==> src/rtl/riscv_wb_unit_pkg.sv <==
// Shared configuration for the write-back unit: datapath width, register file
// geometry, load funct3 encodings and the load-queue entry layout.
package riscv_wb_unit_pkg;

  localparam int unsigned XLEN     = 32;
  localparam int unsigned REG_AW   = 5;
  localparam int unsigned NUM_REGS = 32;

  localparam logic [2:0] F3_LB  = 3'b000;
  localparam logic [2:0] F3_LH  = 3'b001;
  localparam logic [2:0] F3_LW  = 3'b010;
  localparam logic [2:0] F3_LBU = 3'b100;
  localparam logic [2:0] F3_LHU = 3'b101;

  // One formatted load result waiting for a regfile write slot.
  typedef struct packed {
    logic [REG_AW-1:0] rd;
    logic [XLEN-1:0]   data;
  } lq_entry_t;

  localparam int unsigned LQ_W = $bits(lq_entry_t);

endpackage

==> src/rtl/riscv_wb_fifo.sv <==
// Small synchronous FIFO holding formatted load results.
// Ports: i_clk/i_rstn clock and async active-low reset; i_push/i_wdata write
// side (ignored when full); i_pop read side (ignored when empty); o_rdata_c is
// the current head; o_full_c/o_empty_c are derived from registered pointers.
module riscv_wb_fifo #(
  parameter int unsigned WIDTH = 37,
  parameter int unsigned DEPTH = 2
) (
  input  logic             i_clk,
  input  logic             i_rstn,
  input  logic             i_push,
  input  logic [WIDTH-1:0] i_wdata,
  input  logic             i_pop,
  output logic [WIDTH-1:0] o_rdata_c,
  output logic             o_full_c,
  output logic             o_empty_c
);

  localparam int unsigned AW = (DEPTH > 1) ? $clog2(DEPTH) : 1;

  // Pointers carry one extra wrap bit so full and empty are distinguishable.
  logic [AW:0]      wr_ptr;
  logic [AW:0]      rd_ptr;
  logic [WIDTH-1:0] mem [DEPTH];
  logic             do_push;
  logic             do_pop;

  assign do_push = i_push && !o_full_c;
  assign do_pop  = i_pop && !o_empty_c;

  // Pointer state.
  always_ff @(posedge i_clk or negedge i_rstn) begin
    if (!i_rstn) begin
      wr_ptr <= '0;
      rd_ptr <= '0;
    end else begin
      if (do_push) wr_ptr <= wr_ptr + (AW+1)'(1);
      if (do_pop)  rd_ptr <= rd_ptr + (AW+1)'(1);
    end
  end

  // Storage; contents are qualified by the pointers so no reset is needed.
  always_ff @(posedge i_clk) begin
    if (do_push) mem[wr_ptr[AW-1:0]] <= i_wdata;
  end

  assign o_rdata_c = mem[rd_ptr[AW-1:0]];
  assign o_empty_c = (wr_ptr == rd_ptr);
  assign o_full_c  = (wr_ptr[AW] != rd_ptr[AW]) &&
                     (wr_ptr[AW-1:0] == rd_ptr[AW-1:0]);

endmodule

==> src/rtl/riscv_wb_unit.sv <==
// Write-side driver of the integer register file. Merges ALU results and
// formatted load responses into one registered write per cycle (ALU has
// priority, loads wait in a small queue) and tracks outstanding loads in a
// pending scoreboard so decode can stall on hazards.
// Ports: i_ex_* ALU result (always accepted); i_ld_*/o_ld_ready load response
// handshake; i_iss_* load issue from decode; i_dec_* decode operands checked by
// o_hazard; o_ld_fmt_err pulses on an illegal load funct3; o_rd_* regfile port.
module riscv_wb_unit
  import riscv_wb_unit_pkg::*;
#(
  parameter int unsigned LQ_DEPTH = 2
) (
  input  logic              i_clk,
  input  logic              i_rstn,
  input  logic              i_ex_valid,
  input  logic [REG_AW-1:0] i_ex_rd,
  input  logic [XLEN-1:0]   i_ex_data,
  input  logic              i_ld_valid,
  output logic              o_ld_ready,
  input  logic [REG_AW-1:0] i_ld_rd,
  input  logic [2:0]        i_ld_funct3,
  input  logic [1:0]        i_ld_addr_lo,
  input  logic [XLEN-1:0]   i_ld_rdata,
  input  logic              i_iss_ld_valid,
  input  logic [REG_AW-1:0] i_iss_rd,
  input  logic [REG_AW-1:0] i_dec_rs1,
  input  logic [REG_AW-1:0] i_dec_rs2,
  input  logic [REG_AW-1:0] i_dec_rd,
  output logic              o_hazard,
  output logic              o_ld_fmt_err,
  output logic              o_rd_wen,
  output logic [REG_AW-1:0] o_rd_addr,
  output logic [XLEN-1:0]   o_rd_data
);

  lq_entry_t             ld_entry;
  lq_entry_t             lq_head;
  logic                  lq_full;
  logic                  lq_empty;
  logic                  ld_push;
  logic                  lq_pop;
  logic [XLEN-1:0]       ld_data;
  logic                  ld_err_c;
  logic [7:0]            ld_byte;
  logic [15:0]           ld_half;
  logic [NUM_REGS-1:0]   pending;
  logic [NUM_REGS-1:0]   pending_nxt;

  // Ready depends only on queue state, never on i_ld_valid.
  assign o_ld_ready = !lq_full;
  assign ld_push    = i_ld_valid && !lq_full;
  // Queue drains only in cycles the ALU leaves the write port free.
  assign lq_pop     = !i_ex_valid && !lq_empty;

  // Load formatter: select and extend the addressed byte/half at enqueue.
  always_comb begin
    ld_data  = '0;
    ld_err_c = 1'b0;
    case (i_ld_addr_lo)
      2'd0:    ld_byte = i_ld_rdata[7:0];
      2'd1:    ld_byte = i_ld_rdata[15:8];
      2'd2:    ld_byte = i_ld_rdata[23:16];
      default: ld_byte = i_ld_rdata[31:24];
    endcase
    // Misaligned halves fall back to the half selected by addr_lo[1].
    ld_half = i_ld_addr_lo[1] ? i_ld_rdata[31:16] : i_ld_rdata[15:0];
    case (i_ld_funct3)
      F3_LB:   ld_data = {{(XLEN-8){ld_byte[7]}}, ld_byte};
      F3_LH:   ld_data = {{(XLEN-16){ld_half[15]}}, ld_half};
      F3_LW:   ld_data = i_ld_rdata;
      F3_LBU:  ld_data = {{(XLEN-8){1'b0}}, ld_byte};
      F3_LHU:  ld_data = {{(XLEN-16){1'b0}}, ld_half};
      default: ld_err_c = 1'b1;
    endcase
  end

  assign ld_entry = '{rd: i_ld_rd, data: ld_data};

  riscv_wb_fifo #(
    .WIDTH (LQ_W),
    .DEPTH (LQ_DEPTH)
  ) u_lq (
    .i_clk     (i_clk),
    .i_rstn    (i_rstn),
    .i_push    (ld_push),
    .i_wdata   (ld_entry),
    .i_pop     (lq_pop),
    .o_rdata_c (lq_head),
    .o_full_c  (lq_full),
    .o_empty_c (lq_empty)
  );

  // Scoreboard next state: clear on pop, then set on issue so set wins.
  always_comb begin
    pending_nxt = pending;
    if (lq_pop)         pending_nxt[lq_head.rd] = 1'b0;
    if (i_iss_ld_valid) pending_nxt[i_iss_rd]   = 1'b1;
    pending_nxt[0] = 1'b0;
  end

  always_ff @(posedge i_clk or negedge i_rstn) begin
    if (!i_rstn) pending <= '0;
    else         pending <= pending_nxt;
  end

  assign o_hazard = pending[i_dec_rs1] | pending[i_dec_rs2] | pending[i_dec_rd];

  // Registered regfile write port; x0 writes are suppressed but still consume a slot.
  always_ff @(posedge i_clk or negedge i_rstn) begin
    if (!i_rstn) begin
      o_rd_wen     <= 1'b0;
      o_rd_addr    <= '0;
      o_rd_data    <= '0;
      o_ld_fmt_err <= 1'b0;
    end else begin
      o_ld_fmt_err <= ld_push && ld_err_c;
      if (i_ex_valid) begin
        o_rd_wen  <= (i_ex_rd != '0);
        o_rd_addr <= i_ex_rd;
        o_rd_data <= i_ex_data;
      end else if (!lq_empty) begin
        o_rd_wen  <= (lq_head.rd != '0);
        o_rd_addr <= lq_head.rd;
        o_rd_data <= lq_head.data;
      end else begin
        o_rd_wen  <= 1'b0;
      end
    end
  end

endmodule

==> config.mk <==
export PLATFORM = sky130hd
export DESIGN_NAME = riscv_wb_unit
export DESIGN_NICKNAME = d
export VERILOG_FILES = /design/src/rtl/riscv_wb_unit_pkg.sv /design/src/rtl/riscv_wb_fifo.sv /design/src/rtl/riscv_wb_unit.sv
export SDC_FILE = /design/constraint.sdc
export NUM_CORES = 1
export LEC_CHECK = 0
export CAP_MARGIN = 20
export CORE_ASPECT_RATIO = 0.5
export CORE_MARGIN = 2
export CORE_UTILIZATION = 50
export DETAILED_ROUTE_END_ITERATION = 12
export PLACE_DENSITY = 0.85
export SLEW_MARGIN = 40
export SYNTH_ARGS = -nofsm -noshare
export SYNTH_HDL_FRONTEND = slang
export SYNTH_SLANG_ARGS = --single-unit
==> constraint.sdc <==
create_clock -name i_clk -period 4 [get_ports i_clk]
set_input_delay 0.8 -clock i_clk [delete_from_list [all_inputs] [get_ports i_clk]]
set_output_delay 0.8 -clock i_clk [all_outputs]
set_load 0.05 [all_outputs]
==> results of run 1 <==
[cells in the mapped netlist, types with 3 or more instances]
master / number / area (sq um)
a2111oi_0: 3 / 26.3
o21ai_0: 26 / 130
buf_2: 6 / 30.0
o2111ai_1: 3 / 26.3
mux2_2: 13 / 146
mux2i_1: 46 / 460
buf_4: 10 / 75.1
a21o_1: 16 / 120
a222oi_1: 11 / 110
dfrtp_1: 74 / 1850
clkbuf_2: 3 / 15.0
mux4_2: 19 / 428
nor2_1: 44 / 165
inv_1: 16 / 60.1
buf_6: 5 / 56.3
clkbuf_1: 9 / 33.8
a221o_1: 9 / 90.1
nor2b_1: 7 / 43.8
nand3b_1: 8 / 60.1
or3b_2: 3 / 26.3
nand2_1: 50 / 188
o21ai_1: 71 / 355
a21oi_1: 33 / 165
edfxtp_1: 74 / 2220
nand3_1: 8 / 40.0
nand2_2: 3 / 18.8
nand2b_1: 4 / 25.0
[through the flow]
step / setup slack (ns) / utilization [%] / hold slack (ns) / instance area, sq um
after floorplan: 0.613 / - / 0.490 / 7400
after global placement: 0.291 / 62.0 / 0.462 / 8970
after detailed placement: 0.302 / 62.0 / 0.472 / 8970
after CTS: 0.307 / 66.3 / 0.487 / 9590
after global routing: 0.198 / 66.3 / 0.357 / 9600
final: 0.297 / 66.3 / 0.338 / 9600
[worst max path at each step]
stage / start / depth (start not counted) / to / slack [ns]
global route: i_dec_rs2[1] / 7 / o_hazard / 0.20
detailed placement: i_dec_rs2[1] / 7 / o_hazard / 0.30
CTS: i_dec_rs2[1] / 7 / o_hazard / 0.31
finish: i_dec_rs2[1] / 7 / o_hazard / 0.30
floorplan: u_lq.wr_ptr[1] / 4 / u_lq.mem[0][0] / 0.61
global placement: i_dec_rd[0] / 7 / o_hazard / 0.29
[cells by family after synthesis]
group,synth area share (%)
compound gates,16.2
simple gates,9.24
buf+inv,3.65
flops,55.1
xor+xnor,0.914
mux,14.9
[worst max-delay path, delay by kind of cell]
kind	cells	cell delay, ns
AOI/OAI and AO/OA	1	0.24
buffers and inverters	2	0.97
muxes	1	0.61
and+or+nand+nor	3	0.28
[power groups by stage]
stage | Clock [mW] | Combinational, mW | Sequential, mW
after global routing | 1.73 | 3.26 | 2.75
after floorplan | 0 | 1.49 | 3.24
after CTS | 1.67 | 3.07 | 2.69
final | 1.65 | 3.07 | 2.71
after global placement | 0 | 2.97 | 2.69
after detailed placement | 0 | 3.04 | 2.70
[registers in the layout, summed over array words and instances (netlist names)]
register      flops
o_ld_fmt_err      1
o_rd_addr         5
o_rd_data        32
o_rd_wen          1
pending          31
u_lq.mem         74
u_lq.rd_ptr       2
u_lq.wr_ptr       2
[routing by layer]
layer / GRT usage, % / part of all wire (%)
met1: 33.9 / 42
met2: 42.8 / 50
met3: 5.12 / 6.2
met4: 7.51 / 1.7
met5: 0 / 0
[area by class of cell]
class,count,area [sq um]
clock buffers,19,443
inverters,16,60.1
clock inverters,13,173
repair buffers,156,1520
well taps,198,248
flip-flops and latches,148,4080
multi-input cells,418,3080
fillers,1054,4870
==> insert_results.sql, run 1 <==
INSERT INTO impl_metrics (metric_group, metric, value, unit) VALUES
('global_routing', 'grt_first_pass_wirelength', '31100', 'um'),
('power_and_ir_drop', 'leakage', '3.75', 'nW'),
('synthesis', 'yosysWarnings', '0', ''),
('drt', 'route.antenna.remaining_nets', '0', ''),
('floorplan', 'core_area', '14500', 'sq um'),
('drt', 'vias_cell', '6.04', ''),
('synthesis', 'post_synth_instance_area', '7400', 'sq um'),
('floorplan', 'dieHeight', '90', 'um'),
('floorplan', 'design.portCount', '145', ''),
('min_path', 'hold_path_class', 'input port to asynchronous set/reset pin', ''),
('clocking', 'root_buffer', 'clkbuf_16', ''),
('drt', 'drcViolationCount', '0', ''),
('synthesis', 'postSynthRegisterBits', '148', ''),
('synthesis', 'synthArstFlopShare', '50.0', '%'),
('placed_design', 'gp_congestion', '0.932', ''),
('drt', 'drtPass1Iterations', '6', ''),
('sta', 'finClkSkew', '0.00814', 'ns'),
('clocking', 'cts_tree', 'yes', ''),
('setup_path', 'critical_path.startpoint_type', 'input port', ''),
('clocking', 'hold_fix_buffers_cts', '0', ''),
('power_and_ir_drop', 'pwr_density_cell', '774', 'nW/um^2'),
('global_routing', 'grt_max_degree', '45', ''),
('setup_path', 'cp.arrival', '2.90', 'ns'),
('job', 'max-cap-violations', '0', ''),
('finish', 'layout_commonest_cell', 'clkdlybuf4s50_1', ''),
('global_routing', 'antenna_found_initial', '0', ''),
('setup_path', 'timing.reg2reg.setup_slack', '1.61', 'ns'),
('finish', 'insertedDiodeCount', '0', ''),
('clocking', 'buffers_inserted_during_post_cts_setup_optimization', '0', ''),
('finish', 'nets', '861', ''),
('finish', 'areaGrowthSynthToFinish', '29.7', '%'),
('synthesis', 'seq_total_area_yosys', '55.1', '%'),
('global_routing', 'groute.usage.overall', '25.5', '%'),
('finish', 'fin_cells', '968', ''),
('placed_design', 'dpl.hpwl', '13900', 'um'),
('sta', 'maxSlewHeadroom', '52.5', '%'),
('sta', 'unrepaired_setup_endpoints_after_global_routing', 'no', ''),
('clocking', 'clock_latency', '0.41', 'ns'),
('sta', 'setup-violations-final', '0', ''),
('sta', 'final-max-slew-violation-count', '0', ''),
('setup_path', 'regToRegEndpoint', 'pending[29]', ''),
('floorplan', 'floorplan.initialDensity', '51.1', '%'),
('setup_path', 'timing.critical_path.fanout_max', '9', ''),
('power_and_ir_drop', 'design_power_total', '7.43', 'mW'),
('drt', 'detailroute.via_count', '5850', ''),
('global_routing', 'number_of_global_route_vias_before_repair', '5713', ''),
('clocking', 'cts-resized-gates', '0', ''),
('sta', 'timing_hold_violations_final', '0', ''),
('finish', 'drive_gt1_share', '13.2', '%'),
('outcome', 'status', 'complete, no violations', ''),
('finish', 'final_cell_mix', '141 x clkdlybuf4s50_1, 74 x edfxtp_1, 73 x dfrtp_1', ''),
('setup_path', 'critical_path.slowest_cell', 'clkdlybuf4s50_1', ''),
('setup_path', 'worstRegToRegCells', '6', ''),
('placed_design', 'port_buffers', '144', ''),
('clocking', 'clk_transition_reported_paths', '0.06', 'ns'),
('power_and_ir_drop', 'power.switching', '3.00', 'mW'),
('floorplan', 'fp.dieArea', '15800', 'sq um'),
('sta', 'setup_tns', '0', 'ns'),
('global_routing', 'grt_remaining_overflow', '0', ''),
('clocking', 'cts-root-to-sink-buffers', '2', ''),
('synthesis', 'top_ff_cell_synth', 'edfxtp_1', ''),
('synthesis', 'synth_cells', '615', ''),
('sta', 'max_slew.worst_pin.slew', '0.712', 'ns'),
('power_and_ir_drop', 'comb_power_share', '41.3', '%'),
('sta', 'finalCritPeriodShare', '92.6', '%'),
('power_and_ir_drop', 'vdd_ir_drop_max', '0.439', 'mV'),
('power_and_ir_drop', 'intPower', '4.43', 'mW'),
('setup_path', 'ordered_list_of_cells_on_the_worst_path', 'clkdlybuf4s50_1 > mux4_1 > nor2_1 > nor4b_1 > a311oi_2 > nand4_1 > buf_4', ''),
('sta', 'fmax', '270', 'MHz'),
('drt', 'wirelength', '19900', 'um'),
('setup_path', 'timing.critical_path.slowest_cell_delay', '0.76', 'ns');
(Power assumes the default switching activity.)
==> run 2, diff against run 1 <==
- CTS_CLUSTER_DIAMETER: default -> 80
- GPL_TIMING_DRIVEN: default -> 0
==> run 2 against run 1 <==
Effect of this change: register-to-register slack better by 0.34 ns; wire length is 1.2% higher; die area stayed put; cell count is 2.0% higher; sequential cell count stayed put; hold slack worse by 0.16 ns; design area is 1.9% higher; largest cell class unchanged; largest power group unchanged.
==> insert_results.sql, run 2 (synthesis results as in run 1) <==
INSERT INTO impl_metrics (metric_group, metric, value, unit) VALUES
('sta', 'fmax', '258', 'MHz'),
('clocking', 'cts_tree', 'yes', ''),
('clocking', 'buffers_inserted_during_post_cts_setup_optimization', '0', ''),
('setup_path', 'cp.arrival', '3.08', 'ns'),
('floorplan', 'placementRows', '31', ''),
('clocking', 'cts-resized-gates', '1', ''),
('drt', 'vias_cell', '6.04', ''),
('floorplan', 'dieHeight', '90', 'um'),
('finish', 'drive_gt1_share', '14.6', '%'),
('placed_design', 'dpl.hpwl', '14700', 'um'),
('sta', 'max_slew.worst_pin.slew', '0.636', 'ns'),
('global_routing', 'groute.usage.overall', '26.2', '%'),
('global_routing', 'grt_first_pass_wirelength', '31900', 'um'),
('global_routing', 'grt_max_degree', '65', ''),
('setup_path', 'worstRegToRegCells', '6', ''),
('floorplan', 'floorplan.initialDensity', '51.1', '%'),
('outcome', 'status', 'complete, no violations', ''),
('setup_path', 'crit-reg2reg-launch', 'u_lq.wr_ptr[1]', ''),
('setup_path', 'timing.critical_path.required', '3.20', 'ns'),
('clocking', 'numCtsBuffers', '17', ''),
('global_routing', 'number_of_global_route_vias_before_repair', '6008', ''),
('floorplan', 'die-width', '176', 'um'),
('sta', 'timing.final.crit_period', '3.88', 'ns'),
('drt', 'wirelength', '20200', 'um'),
('setup_path', 'critPathCaptureType', 'output port', ''),
('finish', 'final_cell_mix', '136 x clkdlybuf4s50_1, 74 x dfrtp_1, 74 x edfxtp_1', ''),
('clocking', 'hold_fix_buffers_cts', '0', ''),
('sta', 'setup-violations-final', '0', ''),
('sta', 'maxSlewHeadroom', '57.6', '%'),
('setup_path', 'worstSetupPathType', 'input port to output port', ''),
('drt', 'drcViolationCount', '0', ''),
('sta', 'final-max-slew-violation-count', '0', ''),
('clocking', 'cts-root-to-sink-buffers', '2', ''),
('placed_design', 'port_buffers', '138', ''),
('min_path', 'hold_path_class', 'input port to asynchronous set/reset pin', ''),
('power_and_ir_drop', 'vdd_ir_drop_max', '0.408', 'mV'),
('global_routing', 'gr-max-usage-layer', 'met2', ''),
('finish', 'insertedDiodeCount', '0', ''),
('setup_path', 'timing.critical_path.slowest_cell_delay', '0.61', 'ns'),
('sta', 'finalCritPeriodShare', '97.0', '%'),
('setup_path', 'regToRegEndpoint', 'u_lq.mem[0][9]', ''),
('finish', 'final_core_util', '67.6', '%'),
('finish', 'layout_commonest_cell', 'clkdlybuf4s50_1', ''),
('finish', 'number_of_flip_flops_under_the_largest_register_name', '74', ''),
('placed_design', 'gp_congestion', '0.888', ''),
('clocking', 'cts_max_level', '4', ''),
('setup_path', 'ordered_list_of_cells_on_the_worst_path', 'clkdlybuf4s50_1 > buf_6 > mux2_4 > a221oi_2 > a2111oi_1 > a311oi_2 > nand4_1 > dlygate4sd2_1', ''),
('sta', 'unrepaired_setup_endpoints_after_global_routing', 'no', ''),
('power_and_ir_drop', 'leakage', '3.85', 'nW'),
('finish', 'areaGrowthSynthToFinish', '32.1', '%'),
('global_routing', 'grt_remaining_overflow', '0', ''),
('setup_path', 'critical_path.startpoint_type', 'input port', ''),
('floorplan', 'fp.dieArea', '15800', 'sq um'),
('setup_path', 'timing.critical_path.fanout_max', '10', ''),
('drt', 'detailroute.via_count', '5965', ''),
('setup_path', 'timing.reg2reg.setup_slack', '1.95', 'ns'),
('drt', 'route.antenna.remaining_nets', '0', ''),
('finish', 'nets', '880', ''),
('global_routing', 'antenna_found_initial', '0', ''),
('clocking', 'root_buffer', 'clkbuf_16', ''),
('clocking', 'cts.sinks', '148', ''),
('sta', 'finClkSkew', '0.00896', 'ns'),
('setup_path', 'critical_path.slowest_cell', 'clkdlybuf4s50_1', ''),
('global_routing', 'globalRouteMet3Util', '4.61', '%'),
('clocking', 'clock_latency', '0.43', 'ns'),
('drt', 'drtPass1Iterations', '7', ''),
('floorplan', 'core_area', '14500', 'sq um'),
('drt', 'detailedRoute.firstIterationViolations', '589', ''),
('clocking', 'clk_transition_reported_paths', '0.06', 'ns'),
('global_routing', 'grt.met2_usage', '44.9', '%'),
('global_routing', 'globalRouteMet1Util', '33.2', '%'),
('placed_design', 'preCtsSetupSlack', '-0.152', 'ns'),
('sta', 'worst_setup_margin', '0.118', 'ns'),
('power_and_ir_drop', 'pwr_density_cell', '783', 'nW/um^2'),
('drt', 'post_drt_wl_per_cell', '20.4', 'um'),
('floorplan', 'design.portCount', '145', ''),
('sta', 'timing_hold_violations_final', '0', ''),
('job', 'max-cap-violations', '0', '');
[run 2: cell count changes in the layout (fill, tap and decap cells not counted), moves of 2 or more]
| cell | before | now |
|---|---|---|
| buf_6 | 0 | 6 |
| clkdlybuf4s50_1 | 141 | 136 |
| bufinv_16 | 3 | 5 |
| clkbuf_2 | 0 | 3 |
| buf_8 | 0 | 2 |
| buf_16 | 0 | 2 |
| clkbuf_1 | 1 | 9 |
| buf_2 | 1 | 6 |
| buf_4 | 14 | 10 |
| clkinv_4 | 2 | 4 |
[run 2: metal layers]
metal	up-vias	part of all wire, %
li1	2673	-
met1	2942	39
met2	305	51
met3	45	7.1
met4	0	2.4
met5	-	0
[run 2: stage by stage]
stage | cell area (sq um) | cells | power (mW) | hold slack, ns | TNS, ns
3_5_place_dp | 9120 | 955 | 5.87 | 0.473 | -0.152
6_report | 9770 | 987 | 7.65 | 0.180 | 0
5_1_grt | 9770 | 987 | 7.98 | 0.178 | 0
4_1_cts | 9770 | 987 | 7.64 | 0.167 | 0
2_1_floorplan | 7400 | 615 | 4.73 | 0.490 | 0
3_3_place_gp | 9020 | 951 | 5.69 | 0.464 | -21.62
[run 2: cell type report]
type	count	area, sq um
Buffer	33	210
Clock buffer	17	425
Clock inverter	15	229
Fill cell	962	4690
Inverter	16	60.1
Multi-Input combinational cell	418	3060
Sequential cell	148	4070
Tap cell	198	248
Timing Repair Buffer	142	1470
[run 2: worst max-delay path: cells and delay by family]
| family | cells | cell delay, ns |
|---|---|---|
| AOI/OAI and AO/OA | 3 | 0.61 |
| and+or+nand+nor | 1 | 0.10 |
| muxes | 1 | 0.32 |
| buffers and inverters | 3 | 1.26 |
[run 2: worst max-delay path by stage]
stage                                end            from  slack, ns
after global routing            o_hazard    i_dec_rs2[1]       0.03
after detailed placement        o_hazard    i_dec_rs2[1]      -0.15
final                           o_hazard    i_dec_rs2[1]       0.12
after global placement       pending[17]          i_rstn      -0.24
after CTS                       o_hazard    i_dec_rs2[1]       0.13
after floorplan           u_lq.mem[0][0]  u_lq.wr_ptr[1]       0.61
[run 2: where the power goes]
group | leakage [nW] | total (mW) | internal, mW | switching, mW
sequential | 1.60 | 2.67 | 2.27 | 0.393
clock | 0.308 | 1.75 | 1.11 | 0.637
combinational | 1.95 | 3.24 | 1.24 | 2.00
